==> src/rtl/hilo_pkg.sv <==
// Shared definitions for the HI/LO instruction sequencer: op encodings,
// FSM state type and the divide-by-zero LO value.
package hilo_pkg;

  localparam logic [2:0] OP_MULT  = 3'd0;
  localparam logic [2:0] OP_MULTU = 3'd1;
  localparam logic [2:0] OP_DIV   = 3'd2;
  localparam logic [2:0] OP_DIVU  = 3'd3;
  localparam logic [2:0] OP_MTHI  = 3'd4;
  localparam logic [2:0] OP_MTLO  = 3'd5;

  localparam logic [31:0] DIV0_LO = 32'hFFFF_FFFF;

  typedef enum logic [1:0] {
    ST_IDLE  = 2'd0,
    ST_START = 2'd1,
    ST_WAIT  = 2'd2,
    ST_WRITE = 2'd3
  } state_t;

  function automatic logic is_div_op(input logic [2:0] code);
    return (code == OP_DIV) || (code == OP_DIVU);
  endfunction

endpackage

==> src/rtl/muldiv_sequencer.sv <==
// Issues HI/LO writes for MULT/MULTU/MTHI/MTLO and sequences the external
// DIV/DIVU units through start/busy, stalling the PC while a divide runs.
module muldiv_sequencer
  import hilo_pkg::*;
#(
  parameter int WAIT_LIMIT = 64
) (
  input  logic        clk,
  input  logic        rst,
  input  logic        op_valid,
  input  logic [2:0]  op,
  input  logic [31:0] rs_val,
  input  logic [31:0] rt_val,
  input  logic [63:0] mult_res,
  input  logic [63:0] multu_res,
  input  logic [31:0] div_q,
  input  logic [31:0] div_r,
  input  logic [31:0] divu_q,
  input  logic [31:0] divu_r,
  input  logic        div_busy,
  input  logic        divu_busy,
  output logic        div_start,
  output logic        divu_start,
  output logic [31:0] dividend,
  output logic [31:0] divisor,
  output logic        stall,
  output logic        hi_w,
  output logic        lo_w,
  output logic [31:0] hi_in,
  output logic [31:0] lo_in,
  output logic        done,
  output logic        err
);

  localparam int CNT_W = (WAIT_LIMIT < 1) ? 1 : $clog2(WAIT_LIMIT + 1);
  localparam logic [CNT_W-1:0] CNT_MAX = CNT_W'(WAIT_LIMIT);

  state_t            state_reg, state_next;
  logic [CNT_W-1:0]  cnt_reg, cnt_next;
  logic [31:0]       dividend_reg, divisor_reg;
  logic              sel_u_reg;
  logic              div_start_reg, divu_start_reg;
  logic              done_reg, err_reg;

  logic              accept;
  logic              div0_wr;
  logic              timeout;
  logic              sel_busy;
  logic              hi_w_c, lo_w_c, stall_c;
  logic [31:0]       hi_in_c, lo_in_c;

  assign sel_busy = sel_u_reg ? divu_busy : div_busy;

  always_comb begin
    state_next = state_reg;
    cnt_next   = cnt_reg;
    hi_w_c     = 1'b0;
    lo_w_c     = 1'b0;
    hi_in_c    = '0;
    lo_in_c    = '0;
    stall_c    = 1'b0;
    accept     = 1'b0;
    div0_wr    = 1'b0;
    timeout    = 1'b0;

    case (state_reg)
      ST_IDLE: begin
        if (op_valid) begin
          case (op)
            OP_MULT: begin
              hi_w_c  = 1'b1;
              lo_w_c  = 1'b1;
              hi_in_c = mult_res[63:32];
              lo_in_c = mult_res[31:0];
            end
            OP_MULTU: begin
              hi_w_c  = 1'b1;
              lo_w_c  = 1'b1;
              hi_in_c = multu_res[63:32];
              lo_in_c = multu_res[31:0];
            end
            OP_MTHI: begin
              hi_w_c  = 1'b1;
              hi_in_c = rs_val;
            end
            OP_MTLO: begin
              lo_w_c  = 1'b1;
              lo_in_c = rs_val;
            end
            OP_DIV, OP_DIVU: begin
              // Divide by zero never reaches the divider: result is fixed.
              if (rt_val == 32'd0) begin
                hi_w_c  = 1'b1;
                lo_w_c  = 1'b1;
                hi_in_c = rs_val;
                lo_in_c = DIV0_LO;
                div0_wr = 1'b1;
              end else begin
                stall_c    = 1'b1;
                accept     = 1'b1;
                state_next = ST_START;
              end
            end
            default: ;
          endcase
        end
      end

      ST_START: begin
        stall_c    = 1'b1;
        cnt_next   = '0;
        state_next = ST_WAIT;
      end

      ST_WAIT: begin
        if (!sel_busy) begin
          stall_c    = 1'b1;
          state_next = ST_WRITE;
        end else if (cnt_reg == CNT_MAX) begin
          // Abandon: drop stall now so the PC moves past this DIV.
          timeout    = 1'b1;
          state_next = ST_IDLE;
        end else begin
          stall_c  = 1'b1;
          cnt_next = cnt_reg + CNT_W'(1);
        end
      end

      ST_WRITE: begin
        hi_w_c     = 1'b1;
        lo_w_c     = 1'b1;
        hi_in_c    = sel_u_reg ? divu_r : div_r;
        lo_in_c    = sel_u_reg ? divu_q : div_q;
        state_next = ST_IDLE;
      end

      default: state_next = ST_IDLE;
    endcase
  end

  always_ff @(posedge clk) begin
    if (!rst) begin
      state_reg      <= ST_IDLE;
      cnt_reg        <= '0;
      dividend_reg   <= '0;
      divisor_reg    <= '0;
      sel_u_reg      <= 1'b0;
      div_start_reg  <= 1'b0;
      divu_start_reg <= 1'b0;
      done_reg       <= 1'b0;
      err_reg        <= 1'b0;
    end else begin
      state_reg <= state_next;
      cnt_reg   <= cnt_next;
      if (accept) begin
        dividend_reg <= rs_val;
        divisor_reg  <= rt_val;
        sel_u_reg    <= (op == OP_DIVU);
      end
      div_start_reg  <= accept && (op == OP_DIV);
      divu_start_reg <= accept && (op == OP_DIVU);
      // Aligned with the WRITE cycle; a divide-by-zero pulses on the next cycle.
      done_reg <= (state_next == ST_WRITE) || div0_wr;
      err_reg  <= err_reg || timeout;
    end
  end

  // Reset suppresses every combinational side effect on HI/LO and the PC.
  assign stall      = stall_c && rst;
  assign hi_w       = hi_w_c && rst;
  assign lo_w       = lo_w_c && rst;
  assign hi_in      = hi_in_c;
  assign lo_in      = lo_in_c;
  assign div_start  = div_start_reg;
  assign divu_start = divu_start_reg;
  assign dividend   = dividend_reg;
  assign divisor    = divisor_reg;
  assign done       = done_reg;
  assign err        = err_reg;

  logic unused_ok;
  assign unused_ok = is_div_op(op);

endmodule

==> config.mk <==
export PLATFORM = sky130hd
export DESIGN_NAME = muldiv_sequencer
export DESIGN_NICKNAME = d
export VERILOG_FILES = /design/src/rtl/hilo_pkg.sv /design/src/rtl/muldiv_sequencer.sv
export SDC_FILE = /design/constraint.sdc
export NUM_CORES = 1
export LEC_CHECK = 0
export ABC_AREA = 1
export CORE_AREA = 2 2 181 183
export CTS_CLUSTER_SIZE = 8
export DETAILED_ROUTE_END_ITERATION = 10
export DIE_AREA = 0 0 183 185
export GPL_ROUTABILITY_DRIVEN = 0
export PLACE_DENSITY = 0.59
export SKIP_LAST_GASP = 1
export SLEW_MARGIN = 25
export SYNTH_ARGS = -nofsm -noshare
export SYNTH_HDL_FRONTEND = slang
export SYNTH_SLANG_ARGS = --single-unit
==> constraint.sdc <==
create_clock -name clk -period 2.05 [get_ports clk]
set_input_delay 0.205 -clock clk [delete_from_list [all_inputs] [get_ports clk]]
set_output_delay 0.205 -clock clk [all_outputs]
set_load 0.05 [all_outputs]
# == After elaboration in Yosys (flattened, before gate mapping) ==
# Index checks and enable logic that the tools add are counted.
# word_totals
ff_bits,78
latch_bits,0
ramBits,0
mem_bits_ro,0
in_bits,328
elab_cells,77
mem_count,0
# classes
addsub,1
multipliers,0
n_div,0
magnitude_cmp,0
eq_ne,12
shifts,0
n_mux,40
n_bitwise,0
reduce_logical,15
# ops
op,n
$pmux W32 S4,2
$mux W32,6
$pmux W32 S2,2
$logic_not A32 Y1,1
$mux W1,16
$mux W7,2
$pmux W7 S2,1
$mux W2,5
$pmux W1 S2,4
$pmux W2 S4,1
$add A7 B1 Y7 const B,1
$eq A7 B7 Y1 const B,1
$eq A2 B2 Y1 const B,3
$eq A3 B2 Y1 const B,2
$eq A3 B3 Y1 const B,2
$reduce_or A3 Y1,2
$logic_and A1 B1 Y1,5
$ne A2 B2 Y1 const B,2
$eq A3 B1 Y1 const B,1
$logic_not A3 Y1,1
$pmux W1 S3,1
$reduce_and A3 Y1,1
$eq A2 B1 Y1 const B,1
$logic_not A2 Y1,1
other kinds (3),4

# == Logic depth before layout (Yosys ltp) ==
# logic_depth
word_depth,7
mapped_depth,12
mapped_depth_nobuf,12

# == Worst setup path after synthesis ==
# Ideal clock, no wire load.
# synth_path
path_type,reg-to-output
startpoint,register state_reg[0]
endpoint,output stall
t_arrival_ns,2.127
setup_slack_ns,-0.282
path_stages_with_launch,5
n_path_buf,2
cell_sequence,dfxtp_1 ha_1 buf_2 buf_1 a211oi_1
# synth_via
elab_chain_len,3
# synth_lines
element,line,rtl
"start, declared",muldiv_sequencer.sv:38,"state_t state_reg, state_next;"
"start signal, assigned",muldiv_sequencer.sv:153,state_reg <= state_next;
"$eq A2 B2 Y1, or another cell as far along",muldiv_sequencer.sv:66,case (state_reg)
$pmux W1 S3 *,muldiv_sequencer.sv:66,
$logic_and A1 B1 Y1 *,muldiv_sequencer.sv:169,assign stall = stall_c && rst;
"end, declared",muldiv_sequencer.sv:26,"output logic stall,"
# Mark *: on every way between the ends. The rest lies on a longest branch, timed or not.

# == Worst setup path in the final report ==
# layout_path
startpoint,register state_reg[0]
endpoint,output lo_in[27]
# layout_via
elab_chain_len,2
# layout_lines
element,line,rtl
$eq A2 B2 Y1 or $logic_not A2 Y1 (tied branches),muldiv_sequencer.sv:66,
$pmux W32 S2 *,muldiv_sequencer.sv:66,
"end, declared",muldiv_sequencer.sv:30,"output logic [31:0] lo_in,"
# Marks and branches as above.

==> results.yml <==
outcome:
  status: "complete, but fails checks"
  violations: "setup timing"
power:
  intPower_w: 0.00381
  peakVddDrop_v: 0.000372
  p_per_area_nw_per_um2: 411
  p_switching_w: 0.00217
  p_comb_share_pct: 43.8
  pwr-share-clk_pct: 29.0
  leakage_nw: 5.87
  power_frac_seq_pct: 27.3
  sw_frac_of_total_pct: 36.3
  total_power_w: 0.00598
critical_path:
  crit_path_top_delay_cell: "dfxtp_4"
  rr_startpoint: "state_reg[1]"
  crit_path_start_kind: "flop"
  end_kind: "primary output"
  crit_path_cell_trace: "inv_4 -> ha_4 -> nand2_4 -> a31oi_4 -> buf_6 -> buf_16 -> nand2_1 -> a21oi_2 -> buf_12"
  critical_path_class: "reg2out"
  critical-path-max-stage-delay_ns: 0.37
  crit_family: "buffers and inverters"
  crit_arrival_ns: 1.99
  cp_max_fo: 6
  required_ns: 1.85
  setup.worst_path.start: "state_reg[0]"
  critical_path_buf_inv_count: 4
detailed_routing:
  ant_nets: 0
  wire_per_inst_um: 20.4
  wl_met1_um: 16800
  wl_met2_um: 21100
  drc: 0
  route.met3.wl_um: 2830
  wirelength_um: 42200
  via_per_inst: 4.69
  via_count: 9714
  drt_iter0_markers: 552
  highest_layer: "met5"
  firstDrtPassIters: 4
timing:
  tightestPinTransition_ns: 0.583
  hold_viol: 0
  fmax_ghz: 0.456
  clock_skew_ns: 0.0128
  fin_crit_sh_pct: 107
  setup_violations: 66
  setup_slack_ns: -0.143
  whs_ns: 0.183
  slew_violations: 0
  tns_ns: -5.78
  maxSlewHeadroom_pct: 60.7
  rsz0062_at_grt: "true"
  min_period_ns: 2.19
layout:
  drive_above_1_share_pct: 22.2
  register_area_um2: 1580
  area_delta_synth_final_pct: 124
  fin_area_um2: 14500
  multi_input_area_um2: 4930
  fillCellCount: 3220
  nets: 1990
  final_util_pct: 45.4
clock_tree:
  clock_path_buffers: 2
  clock_latency_ns: 0.34
  cts.clk_slew.worst_paths_ns: 0.08
  cts.sinks: 78
  htree_levels: 3
  cts_root_buf: "clkbuf_16"
  cts_made_buffers: 9
  tritoncts: "yes"
  ctsHoldBuffers: 0
global_route:
  antenna_found_initial: 3
  grtUsageTotal_pct: 23.6
  grt_pass1_wl_um: 58400
  grt_pass1_vias: 9328
  grt_max_degree: 58
  overflow: 0
die:
  ioPinCount: 463
  rows: 66
  core_area_um2: 32000
  die_w_um: 183
  chipHeight_um: 185
  initial_core_util_pct: 20.3
  die_area_um2: 33900
synthesis:
  ys_types: 28
  netlist_instances: 1150
  avgSynthCellArea_um2: 5.65
  synth_nets: 1484
  seq_area_frac_synth_pct: 24.0
  synth_area_um2: 6500
  yosysWarnings: 0
  ys_seq_elements: 78
placement:
  io_buffer_count: 462
  dp_hpwl_um: 32100
  dpl_cell_area_um2: 13100
worst_hold_path:
  min_path_type: "in2reg"
  hp-start: "rt_val[19]"
run:
  max_cap_viol_count: 0
kinds of logic after synthesis:
kind of cell    after synthesis  share of synthesized area, %
buf+inv                     205                          12.7
compound gates              371                          31.3
xor+xnor                      1                         0.135
simple gates                489                          30.6
flops                        78                          24.0
fa+ha+maj                     6                          1.16
routing by layer:
metal	up-vias	global-route usage (%)
met5	-	0
met4	2	8.64
met3	64	5.19
met2	396	42.7
met1	4490	27.2
li1	4762	-
worst register-to-register path: cells and delay by family, from the launching register on:
kind | cells | cell delay [ns]
fa+ha+maj | 1 | 0.27
buf+inv | 2 | 0.28
flops | 1 | 0.37
simple gates | 7 | 0.75
layout by cell type (no fill, tap or decap), types with 3 or more instances in the layout:
cell and instances:
buf_4 71, buf_6 4, clkbuf_16 12, nand3_1 74, dfxtp_4 3, a21oi_2 42, nand2_2 28, bufbuf_16 4
nand2_4 20, clkdlybuf4s15_1 20, clkbuf_2 6, o21a_1 66, nor2_2 13, nand3_2 4, nand2_1 310, ha_1 4
buf_12 95, a21oi_1 100, inv_1 115, nor2_1 24, o21ai_0 131, inv_2 4, buf_16 5, inv_4 4
dlygate4sd2_1 7, dfxtp_1 73, nor3_1 3, clkdlybuf4s50_1 358, nor2_4 5, a21oi_4 28
what timing repair did:
| item | CTS | global route |
|---|---|---|
| endpoints found under the setup margin | 67 | 67 |
| pin swaps | 47 | 45 |
| cloned | 10 | 2 |
| setup buffers | 19 | 6 |
| resized for setup | 153 | 75 |
power groups by stage:
| stage | sequential (W) | clock, W | combinational [W] |
|---|---|---|---|
| 5_1_grt | 0.00164 | 0.00184 | 0.00276 |
| 3_5_place_dp | 0.00167 | 0 | 0.00241 |
| 6_report | 0.00163 | 0.00173 | 0.00262 |
| 4_1_cts | 0.00163 | 0.00179 | 0.00258 |
| 3_3_place_gp | 0.00166 | 0 | 0.00241 |
| 2_1_floorplan | 0.00192 | 0 | 0.000709 |
synthesized netlist by cell type:
master	number	area share, %
clkbuf_1	37	2.1
o21ai_0	131	10
nor4_1	1	0.096
a31oi_2	1	0.19
ha_1	6	1.2
xor2_1	1	0.13
dfxtp_1	78	24
inv_1	118	6.8
buf_2	35	2.7
or2_2	1	0.096
inv_2	5	0.29
o21a_1	66	7.6
o21bai_1	1	0.12
nor2_4	3	0.52
a211oi_1	1	0.12
o21ai_1	1	0.077
nor3_1	3	0.23
buf_1	7	0.40
nand2_1	358	21
and2_1	1	0.096
nand3_4	1	0.27
nor2_1	39	2.3
buf_4	2	0.23
buf_6	1	0.17
nand3_1	78	6.0
nand4_1	2	0.19
a21oi_1	170	13
nand2_2	2	0.19
through the flow:
stage | setup WS [ns] | cells
2_1_floorplan | -0.171 | 1150
3_3_place_gp | -0.519 | 2017
3_5_place_dp | -0.492 | 2017
4_1_cts | -0.139 | 2062
5_1_grt | -0.196 | 2070
6_report | -0.143 | 2071
path summary, 6_finish.rpt:
kind	end	slack, ns	depth (start not counted)
max	lo_in[27]	-0.14	9
min	divisor[19]	0.18	3
min reg2reg	dividend[11]	0.44	2
max reg2reg	cnt_reg[4]	0.30	10
cell type report:
class | count | share of cell area (%)
repair buffers | 577 | 46.4
diodes | 2 | 0.0344
well taps | 408 | 3.51
inverters | 123 | 3.24
flip-flops and latches | 78 | 10.8
clock inverters | 7 | 0.551
clock buffers | 9 | 1.55
multi-input cells | 867 | 33.9
Power figures use the tool's default switching activity.
